--- src/rtl/axi_router_pkg.sv ---
// Shared definitions for the AXI 1-to-N address router: response codes,
// channel state encodings and the region match helper.
package axi_router_pkg;

  localparam logic [1:0] AXI_RESP_OKAY   = 2'b00;
  localparam logic [1:0] AXI_RESP_DECERR = 2'b11;

  typedef enum logic [1:0] {
    W_IDLE,
    W_ADDR,
    W_DATA,
    W_RESP
  } w_state_e;

  typedef enum logic [1:0] {
    R_IDLE,
    R_ADDR,
    R_DATA
  } r_state_e;

  // True when addr and base agree on every bit at or above position 'bits'.
  // Both operands arrive zero-extended to 64 bits, so the upper padding
  // always compares equal.
  function automatic logic region_hit(input logic [63:0] addr,
                                      input logic [63:0] base,
                                      input logic [31:0] bits);
    logic [63:0] diff;
    diff = addr ^ base;
    if (bits >= 32'd64) return 1'b1;
    return ((diff >> bits) == 64'd0);
  endfunction

endpackage

--- src/rtl/axi_router_decoder.sv ---
// Address decoder: maps an address onto a one-hot slave select. The lowest
// matching index wins; writes that land on a read-only region are misses.
module axi_router_decoder
  import axi_router_pkg::*;
#(
  parameter int NUM_SLAVES = 3,
  parameter int ADDR_WIDTH = 32,
  parameter logic [NUM_SLAVES*ADDR_WIDTH-1:0] BASE_ADDR = {32'hF8000000, 32'hFFFE0000, 32'h0},
  parameter logic [NUM_SLAVES*32-1:0] REGION_BITS = {32'd12, 32'd16, 32'd14},
  parameter logic [NUM_SLAVES-1:0] WRITE_EN = 3'b101
) (
  input  logic [ADDR_WIDTH-1:0] addr,
  input  logic                  is_write,
  output logic [NUM_SLAVES-1:0] sel,
  output logic                  miss
);

  logic found;

  // Priority search over the regions; the first match decides hit or miss.
  always_comb begin
    sel   = '0;
    miss  = 1'b1;
    found = 1'b0;
    for (int i = 0; i < NUM_SLAVES; i++) begin
      if (!found && region_hit(64'(addr),
                               64'(BASE_ADDR[i*ADDR_WIDTH +: ADDR_WIDTH]),
                               REGION_BITS[i*32 +: 32])) begin
        found = 1'b1;
        if (!is_write || WRITE_EN[i]) begin
          sel[i] = 1'b1;
          miss   = 1'b0;
        end
      end
    end
  end

endmodule

--- src/rtl/axi_addr_router_1xn.sv ---
// AXI4 1-to-N address router. One upstream master is routed to one of
// NUM_SLAVES downstream slaves by address. Misses (unmapped, or writes to
// read-only regions) are answered locally with DECERR and reported through
// err_addr/err_valid/decerr_count.
module axi_addr_router_1xn
  import axi_router_pkg::*;
#(
  parameter int NUM_SLAVES = 3,
  parameter int ADDR_WIDTH = 32,
  parameter int DATA_WIDTH = 32,
  parameter logic [NUM_SLAVES*ADDR_WIDTH-1:0] BASE_ADDR = {32'hF8000000, 32'hFFFE0000, 32'h0},
  parameter logic [NUM_SLAVES*32-1:0] REGION_BITS = {32'd12, 32'd16, 32'd14},
  parameter logic [NUM_SLAVES-1:0] WRITE_EN = 3'b101
) (
  input  logic                             clk,
  input  logic                             rst_n,
  // upstream write address
  input  logic [ADDR_WIDTH-1:0]            s_axi_awaddr,
  input  logic [7:0]                       s_axi_awlen,
  input  logic [2:0]                       s_axi_awsize,
  input  logic [1:0]                       s_axi_awburst,
  input  logic                             s_axi_awvalid,
  output logic                             s_axi_awready,
  // upstream write data
  input  logic [DATA_WIDTH-1:0]            s_axi_wdata,
  input  logic [DATA_WIDTH/8-1:0]          s_axi_wstrb,
  input  logic                             s_axi_wlast,
  input  logic                             s_axi_wvalid,
  output logic                             s_axi_wready,
  // upstream write response
  output logic [1:0]                       s_axi_bresp,
  output logic                             s_axi_bvalid,
  input  logic                             s_axi_bready,
  // upstream read address
  input  logic [ADDR_WIDTH-1:0]            s_axi_araddr,
  input  logic [7:0]                       s_axi_arlen,
  input  logic [2:0]                       s_axi_arsize,
  input  logic [1:0]                       s_axi_arburst,
  input  logic                             s_axi_arvalid,
  output logic                             s_axi_arready,
  // upstream read data
  output logic [DATA_WIDTH-1:0]            s_axi_rdata,
  output logic [1:0]                       s_axi_rresp,
  output logic                             s_axi_rlast,
  output logic                             s_axi_rvalid,
  input  logic                             s_axi_rready,
  // downstream write address
  output logic [NUM_SLAVES*ADDR_WIDTH-1:0] m_axi_awaddr,
  output logic [NUM_SLAVES*8-1:0]          m_axi_awlen,
  output logic [NUM_SLAVES*3-1:0]          m_axi_awsize,
  output logic [NUM_SLAVES*2-1:0]          m_axi_awburst,
  output logic [NUM_SLAVES-1:0]            m_axi_awvalid,
  input  logic [NUM_SLAVES-1:0]            m_axi_awready,
  // downstream write data
  output logic [NUM_SLAVES*DATA_WIDTH-1:0] m_axi_wdata,
  output logic [NUM_SLAVES*DATA_WIDTH/8-1:0] m_axi_wstrb,
  output logic [NUM_SLAVES-1:0]            m_axi_wlast,
  output logic [NUM_SLAVES-1:0]            m_axi_wvalid,
  input  logic [NUM_SLAVES-1:0]            m_axi_wready,
  // downstream write response
  input  logic [NUM_SLAVES*2-1:0]          m_axi_bresp,
  input  logic [NUM_SLAVES-1:0]            m_axi_bvalid,
  output logic [NUM_SLAVES-1:0]            m_axi_bready,
  // downstream read address
  output logic [NUM_SLAVES*ADDR_WIDTH-1:0] m_axi_araddr,
  output logic [NUM_SLAVES*8-1:0]          m_axi_arlen,
  output logic [NUM_SLAVES*3-1:0]          m_axi_arsize,
  output logic [NUM_SLAVES*2-1:0]          m_axi_arburst,
  output logic [NUM_SLAVES-1:0]            m_axi_arvalid,
  input  logic [NUM_SLAVES-1:0]            m_axi_arready,
  // downstream read data
  input  logic [NUM_SLAVES*DATA_WIDTH-1:0] m_axi_rdata,
  input  logic [NUM_SLAVES*2-1:0]          m_axi_rresp,
  input  logic [NUM_SLAVES-1:0]            m_axi_rlast,
  input  logic [NUM_SLAVES-1:0]            m_axi_rvalid,
  output logic [NUM_SLAVES-1:0]            m_axi_rready,
  // decode error reporting
  output logic [ADDR_WIDTH-1:0]            err_addr,
  output logic                             err_valid,
  input  logic                             err_ack,
  output logic [15:0]                      decerr_count
);

  // ---------------------------------------------------------------- write side
  w_state_e                w_state, w_state_next;
  logic                    aw_rdy;
  logic [ADDR_WIDTH-1:0]   aw_addr_q;
  logic [7:0]              aw_len_q;
  logic [2:0]              aw_size_q;
  logic [1:0]              aw_burst_q;
  logic [NUM_SLAVES-1:0]   aw_sel_q;
  logic                    aw_miss_q;
  logic [NUM_SLAVES-1:0]   aw_dec_sel;
  logic                    aw_dec_miss;
  logic                    aw_hs;

  // ----------------------------------------------------------------- read side
  r_state_e                r_state, r_state_next;
  logic                    ar_rdy;
  logic [ADDR_WIDTH-1:0]   ar_addr_q;
  logic [7:0]              ar_len_q;
  logic [2:0]              ar_size_q;
  logic [1:0]              ar_burst_q;
  logic [NUM_SLAVES-1:0]   ar_sel_q;
  logic                    ar_miss_q;
  logic [NUM_SLAVES-1:0]   ar_dec_sel;
  logic                    ar_dec_miss;
  logic                    ar_hs;
  logic [7:0]              beat_cnt;
  logic                    r_last_beat;

  // ------------------------------------------------------------ error report
  logic                    w_miss_hs;
  logic                    r_miss_hs;
  logic [1:0]              miss_inc;
  logic [16:0]             cnt_sum;

  axi_router_decoder #(
    .NUM_SLAVES (NUM_SLAVES),
    .ADDR_WIDTH (ADDR_WIDTH),
    .BASE_ADDR  (BASE_ADDR),
    .REGION_BITS(REGION_BITS),
    .WRITE_EN   (WRITE_EN)
  ) u_aw_dec (
    .addr    (s_axi_awaddr),
    .is_write(1'b1),
    .sel     (aw_dec_sel),
    .miss    (aw_dec_miss)
  );

  axi_router_decoder #(
    .NUM_SLAVES (NUM_SLAVES),
    .ADDR_WIDTH (ADDR_WIDTH),
    .BASE_ADDR  (BASE_ADDR),
    .REGION_BITS(REGION_BITS),
    .WRITE_EN   (WRITE_EN)
  ) u_ar_dec (
    .addr    (s_axi_araddr),
    .is_write(1'b0),
    .sel     (ar_dec_sel),
    .miss    (ar_dec_miss)
  );

  // awready/arready are registered so they sit at 0 through reset and rise
  // one cycle after release.
  assign s_axi_awready = aw_rdy;
  assign s_axi_arready = ar_rdy;
  assign aw_hs         = s_axi_awvalid && aw_rdy;
  assign ar_hs         = s_axi_arvalid && ar_rdy;
  assign w_miss_hs     = aw_hs && aw_dec_miss;
  assign r_miss_hs     = ar_hs && ar_dec_miss;
  assign r_last_beat   = (beat_cnt == ar_len_q);

  // Address/control fields are broadcast; only the selected valid is raised.
  assign m_axi_awaddr  = {NUM_SLAVES{aw_addr_q}};
  assign m_axi_awlen   = {NUM_SLAVES{aw_len_q}};
  assign m_axi_awsize  = {NUM_SLAVES{aw_size_q}};
  assign m_axi_awburst = {NUM_SLAVES{aw_burst_q}};
  assign m_axi_wdata   = {NUM_SLAVES{s_axi_wdata}};
  assign m_axi_wstrb   = {NUM_SLAVES{s_axi_wstrb}};
  assign m_axi_wlast   = {NUM_SLAVES{s_axi_wlast}};
  assign m_axi_araddr  = {NUM_SLAVES{ar_addr_q}};
  assign m_axi_arlen   = {NUM_SLAVES{ar_len_q}};
  assign m_axi_arsize  = {NUM_SLAVES{ar_size_q}};
  assign m_axi_arburst = {NUM_SLAVES{ar_burst_q}};

  // Write FSM state, upstream AW ready and the decoded route.
  always_ff @(posedge clk or negedge rst_n) begin
    if (!rst_n) begin
      w_state   <= W_IDLE;
      aw_rdy    <= 1'b0;
      aw_sel_q  <= '0;
      aw_miss_q <= 1'b0;
    end else begin
      w_state <= w_state_next;
      aw_rdy  <= (w_state_next == W_IDLE);
      if (aw_hs) begin
        aw_sel_q  <= aw_dec_sel;
        aw_miss_q <= aw_dec_miss;
      end
    end
  end

  // Captured AW fields replayed towards the selected slave.
  always_ff @(posedge clk) begin
    if (aw_hs) begin
      aw_addr_q  <= s_axi_awaddr;
      aw_len_q   <= s_axi_awlen;
      aw_size_q  <= s_axi_awsize;
      aw_burst_q <= s_axi_awburst;
    end
  end

  // Write FSM next state and channel steering.
  always_comb begin
    w_state_next  = w_state;
    m_axi_awvalid = '0;
    m_axi_wvalid  = '0;
    m_axi_bready  = '0;
    s_axi_wready  = 1'b0;
    s_axi_bvalid  = 1'b0;
    s_axi_bresp   = AXI_RESP_OKAY;
    case (w_state)
      W_IDLE: begin
        if (aw_hs) w_state_next = aw_dec_miss ? W_DATA : W_ADDR;
      end
      W_ADDR: begin
        m_axi_awvalid = aw_sel_q;
        if (|(m_axi_awready & aw_sel_q)) w_state_next = W_DATA;
      end
      W_DATA: begin
        if (aw_miss_q) begin
          s_axi_wready = 1'b1;
        end else begin
          m_axi_wvalid = aw_sel_q & {NUM_SLAVES{s_axi_wvalid}};
          s_axi_wready = |(m_axi_wready & aw_sel_q);
        end
        if (s_axi_wvalid && s_axi_wready && s_axi_wlast) w_state_next = W_RESP;
      end
      W_RESP: begin
        if (aw_miss_q) begin
          s_axi_bvalid = 1'b1;
          s_axi_bresp  = AXI_RESP_DECERR;
        end else begin
          m_axi_bready = aw_sel_q & {NUM_SLAVES{s_axi_bready}};
          s_axi_bvalid = |(m_axi_bvalid & aw_sel_q);
          for (int i = 0; i < NUM_SLAVES; i++) begin
            if (aw_sel_q[i]) s_axi_bresp = m_axi_bresp[2*i +: 2];
          end
        end
        if (s_axi_bvalid && s_axi_bready) w_state_next = W_IDLE;
      end
      default: w_state_next = W_IDLE;
    endcase
  end

  // Read FSM state, upstream AR ready and the decoded route.
  always_ff @(posedge clk or negedge rst_n) begin
    if (!rst_n) begin
      r_state   <= R_IDLE;
      ar_rdy    <= 1'b0;
      ar_sel_q  <= '0;
      ar_miss_q <= 1'b0;
    end else begin
      r_state <= r_state_next;
      ar_rdy  <= (r_state_next == R_IDLE);
      if (ar_hs) begin
        ar_sel_q  <= ar_dec_sel;
        ar_miss_q <= ar_dec_miss;
      end
    end
  end

  // Captured AR fields replayed towards the selected slave.
  always_ff @(posedge clk) begin
    if (ar_hs) begin
      ar_addr_q  <= s_axi_araddr;
      ar_len_q   <= s_axi_arlen;
      ar_size_q  <= s_axi_arsize;
      ar_burst_q <= s_axi_arburst;
    end
  end

  // Beat counter for locally generated DECERR read bursts.
  always_ff @(posedge clk or negedge rst_n) begin
    if (!rst_n) begin
      beat_cnt <= '0;
    end else if (ar_hs) begin
      beat_cnt <= '0;
    end else if (r_state == R_DATA && ar_miss_q && s_axi_rready && !r_last_beat) begin
      beat_cnt <= beat_cnt + 8'd1;
    end
  end

  // Read FSM next state and channel steering.
  always_comb begin
    r_state_next  = r_state;
    m_axi_arvalid = '0;
    m_axi_rready  = '0;
    s_axi_rvalid  = 1'b0;
    s_axi_rdata   = '0;
    s_axi_rresp   = AXI_RESP_OKAY;
    s_axi_rlast   = 1'b0;
    case (r_state)
      R_IDLE: begin
        if (ar_hs) r_state_next = ar_dec_miss ? R_DATA : R_ADDR;
      end
      R_ADDR: begin
        m_axi_arvalid = ar_sel_q;
        if (|(m_axi_arready & ar_sel_q)) r_state_next = R_DATA;
      end
      R_DATA: begin
        if (ar_miss_q) begin
          s_axi_rvalid = 1'b1;
          s_axi_rresp  = AXI_RESP_DECERR;
          s_axi_rlast  = r_last_beat;
        end else begin
          m_axi_rready = ar_sel_q & {NUM_SLAVES{s_axi_rready}};
          s_axi_rvalid = |(m_axi_rvalid & ar_sel_q);
          for (int i = 0; i < NUM_SLAVES; i++) begin
            if (ar_sel_q[i]) begin
              s_axi_rdata = m_axi_rdata[i*DATA_WIDTH +: DATA_WIDTH];
              s_axi_rresp = m_axi_rresp[2*i +: 2];
              s_axi_rlast = m_axi_rlast[i];
            end
          end
        end
        if (s_axi_rvalid && s_axi_rready && s_axi_rlast) r_state_next = R_IDLE;
      end
      default: r_state_next = R_IDLE;
    endcase
  end

  assign miss_inc = {1'b0, w_miss_hs} + {1'b0, r_miss_hs};
  assign cnt_sum  = {1'b0, decerr_count} + {15'd0, miss_inc};

  // Sticky error capture (write wins a tie) and saturating DECERR count.
  always_ff @(posedge clk or negedge rst_n) begin
    if (!rst_n) begin
      err_addr     <= '0;
      err_valid    <= 1'b0;
      decerr_count <= '0;
    end else begin
      if (w_miss_hs || r_miss_hs) begin
        if (!err_valid || err_ack) err_addr <= w_miss_hs ? s_axi_awaddr : s_axi_araddr;
        err_valid <= 1'b1;
      end else if (err_ack) begin
        err_valid <= 1'b0;
      end
      decerr_count <= cnt_sum[16] ? 16'hFFFF : cnt_sum[15:0];
    end
  end

endmodule

--- config.mk ---
export PLATFORM = sky130hd
export DESIGN_NAME = axi_addr_router_1xn
export DESIGN_NICKNAME = d
export VERILOG_FILES = /design/src/rtl/axi_router_pkg.sv /design/src/rtl/axi_router_decoder.sv /design/src/rtl/axi_addr_router_1xn.sv
export SDC_FILE = /design/constraint.sdc
export NUM_CORES = 1
export LEC_CHECK = 0
export BUFFER_PORTS_ARGS = -buffer_cell sky130_fd_sc_hd__buf_2
export CAP_MARGIN = 15
export CORE_AREA = 4 4 290 292
export DETAILED_ROUTE_END_ITERATION = 8
export DIE_AREA = 0 0 294 296
export PLACE_DENSITY = 0.31
export SLEW_MARGIN = 20
export SYNTH_ARGS = -nofsm -noshare
export SYNTH_HDL_FRONTEND = slang
export SYNTH_SLANG_ARGS = --single-unit
--- constraint.sdc ---
create_clock -name clk -period 3.5 [get_ports clk]
set_input_delay 1.05 -clock clk [delete_from_list [all_inputs] [get_ports clk]]
set_output_delay 1.05 -clock clk [all_outputs]
set_load 0.02 [all_outputs]
==> out/results.ini <==
[timing]
clock_skew_ns = 0.01477
hold_viol = 0
period_share_pct = 94.78
final.setup.tns_ns = 0
slew_headroom_pct = 43.71
period_needed_ns = 3.317
rsz0062_at_grt = false
slew_violations = 0
fmaxAchievable_mhz = 301.5
worst_slew_pin_slew_ns = 0.8444
whs_ns = 0.5031
setup_violations = 0

[worst_setup_path]
critPathLaunch = ar_sel_q[0]$_DFFE_PN0P_
cp_slowest_cell = dfrtp_1
path_buf_inv = 2
critPathMaxStageDelay_ns = 0.42
required_ns = 2.45
end_kind = output pin
criticalPathCategory = register to output pin
critPathLaunchType = register
crit_chain = nor2b_2 -> buf_4 -> a221oi_1 -> nor3_1 -> o21ba_2 -> buf_2
worstPathArrival_ns = 2.27
cp_max_fo = 34
crit_family = buffers and inverters
rr_startpoint = s_axi_arready$_DFF_PN0_

[clock_network]
cts_tree = yes
cts_max_level = 4
worstSkewPairLatency_ns = 0.49
hold_buffers = 0
cts_sinks = 160
cts-root-buf = clkbuf_16
path_clk_slew_ns = 0.07
clk_path_buf_depth = 2
cts_setup_buffers = 0
ctsResizeCount = 0
cts_buffers = 17

[drt]
wire_per_inst_um = 19.03
wl_mm = 47.64
dr.first_iter.drc_count = 280
via_per_inst = 3.544
drtPass1Iterations = 5
final_antenna_net_count = 0
drc = 0
via_count = 8871

[floorplan]
die-area_um2 = 87020
rows = 105
ioPinCount = 748
die_w_um = 294
initial_utilization_pct = 12.72
core_um2 = 81580
die_h_um = 296

[final_layout]
fin_area_um2 = 13580
area_growth_syn_to_layout_pct = 30.87
drive_gt1_share_pct = 54.02
final_cell_mix = buf_2, nand2_1, nor2_1
mostFrequentLayoutCell = buf_2
final_nets = 1682

[pwr]
p_per_area_nw_per_um2 = 502.3
power_mw = 6.823
comb_power_share_pct = 32.0
swShare_pct = 36.91
pwr-share-seq_pct = 37.5
p_switching_mw = 2.518
ir_drop_uv = 271.2
internal_power_mw = 4.305
clkPwrFrac_pct = 30.5
p_leak_nw = 6.256

[global_route]
grt.overflow.total = 0
grt_pass1_wl_mm = 64.65
antenna_found_initial = 9
grt_pass1_vias = 8914
grt_max_degree = 81
grt_usage_pct = 10.44

[place]
hpwlAfterDp_mm = 37.42
gp_congestion = 0.8562
io_buffer_count = 595
place_area_um2 = 12970

[synth]
yosysUniqueCellTypes = 65
yosysWarnings = 0
synth_edf_count = 90
netlist_area_um2 = 10380
syn_avg_cell_area_um2 = 9.783
synthDominantAreaCellType = edfxtp_1
seq_area_frac_synth_pct = 42.91
ys.flop_type = edfxtp_1
postSynth.asyncResetShare_pct = 43.75
synth_top_area_share_pct = 26.04
synthCells = 1061
synthTopCellsByArea = edfxtp_1, buf_4, dfrtp_1
ys_ff_latch = 160

[worst_hold_path]
min_path_type = register to register
min_from = err_addr[7]$_DFFE_PN0P_

[run_status]
outcome = complete, no violations

[flow_run]
cap_violations = 0

-- worst register-to-register path: cells and delay by family, from the launching register on --
kind                     cells  cell delay [ns]
AND/OR/NAND/NOR              5             1.06
flip-flops                   1             0.38
buffers and inverters        1             0.19
adder cells (fa/ha/maj)      2             0.47
-- power groups by stage --
stage / clock network (mW) / logic, mW / registers, mW
after floorplan: 0 / 1.25 / 2.92
after global placement: 0 / 2.25 / 2.60
after detailed placement: 0 / 2.25 / 2.60
after CTS: 2.21 / 2.26 / 2.57
after global routing: 2.26 / 2.36 / 2.60
final: 2.08 / 2.18 / 2.56
-- synth_stat cells (11+ instances only) --
master    count
inv_1        11
a22oi_1      34
buf_4       295
nand3_1      23
a211o_1      28
o211ai_1     13
nor2_1       92
nand2_1     128
dfrtp_1      70
clkbuf_1     26
edfxtp_1     90
mux2_4       26
a21oi_1      51
-- layer usage --
metal	track usage, %	wire length (um)	vias to the layer above
met3	3.250	3606	84
met1	11.83	18850	4244
met5	0	32	-
met4	4.110	1382	4
li1	-	-	4092
met2	18.36	23770	447
-- sequential cells by signal, summed over array words and instances (netlist names), 3 cells and up --
signal        flops
ar_addr_q        32
aw_len_q          8
aw_addr_q        32
err_addr         32
decerr_count     16
ar_size_q         3
beat_cnt          8
ar_sel_q          3
aw_size_q         3
ar_len_q          8
-- stage by stage --
step | util, % | worst slack [ns] | instances
finish | 16.65 | 0.1828 | 2503
global route | 16.65 | 0.03569 | 2502
CTS | 16.64 | 0.1243 | 2501
detailed placement | 15.90 | -0.2952 | 2469
global placement | 15.90 | -0.2574 | 2469
floorplan | - | 0.02460 | 1063
-- path summary, 6_finish.rpt --
kind                                              to  slack [ns]  cells past startpoint
max                                      s_axi_rlast        0.18                      6
min                          err_addr[7]$_DFFE_PN0P_        0.50                      1
max reg2reg                decerr_count[0]$_DFF_PN0_        1.33                      8
min reg2reg                  err_addr[7]$_DFFE_PN0P_        0.50                      1
max in group asynchronous    s_axi_awready$_DFF_PN0_        2.13                      2
min in group asynchronous   err_addr[13]$_DFFE_PN0P_        0.63                      1
-- cells by family after synthesis --
kind of cell / after synthesis / synth area share, %
buf+inv: 356 / 24.41
simple gates: 316 / 13.93
compound gates: 172 / 12.08
flops: 160 / 42.91
mux: 35 / 4.677
xor+xnor: 18 / 1.519
fa+ha+maj: 3 / 0.4339
other cells: 1 / 0.03613
-- layout make-up --
type / instances / area (um^2)
repair buffers: 680 / 3669
clock buffers: 17 / 425.4
diodes: 2 / 5.005
clock inverters: 15 / 183.9
flip-flops and latches: 160 / 4456
well taps: 1070 / 1339
multi-input cells: 547 / 3458
fillers: 9212 / 68000
inverters: 12 / 48.80
No activity file was read; power rests on OpenSTA's default activity.
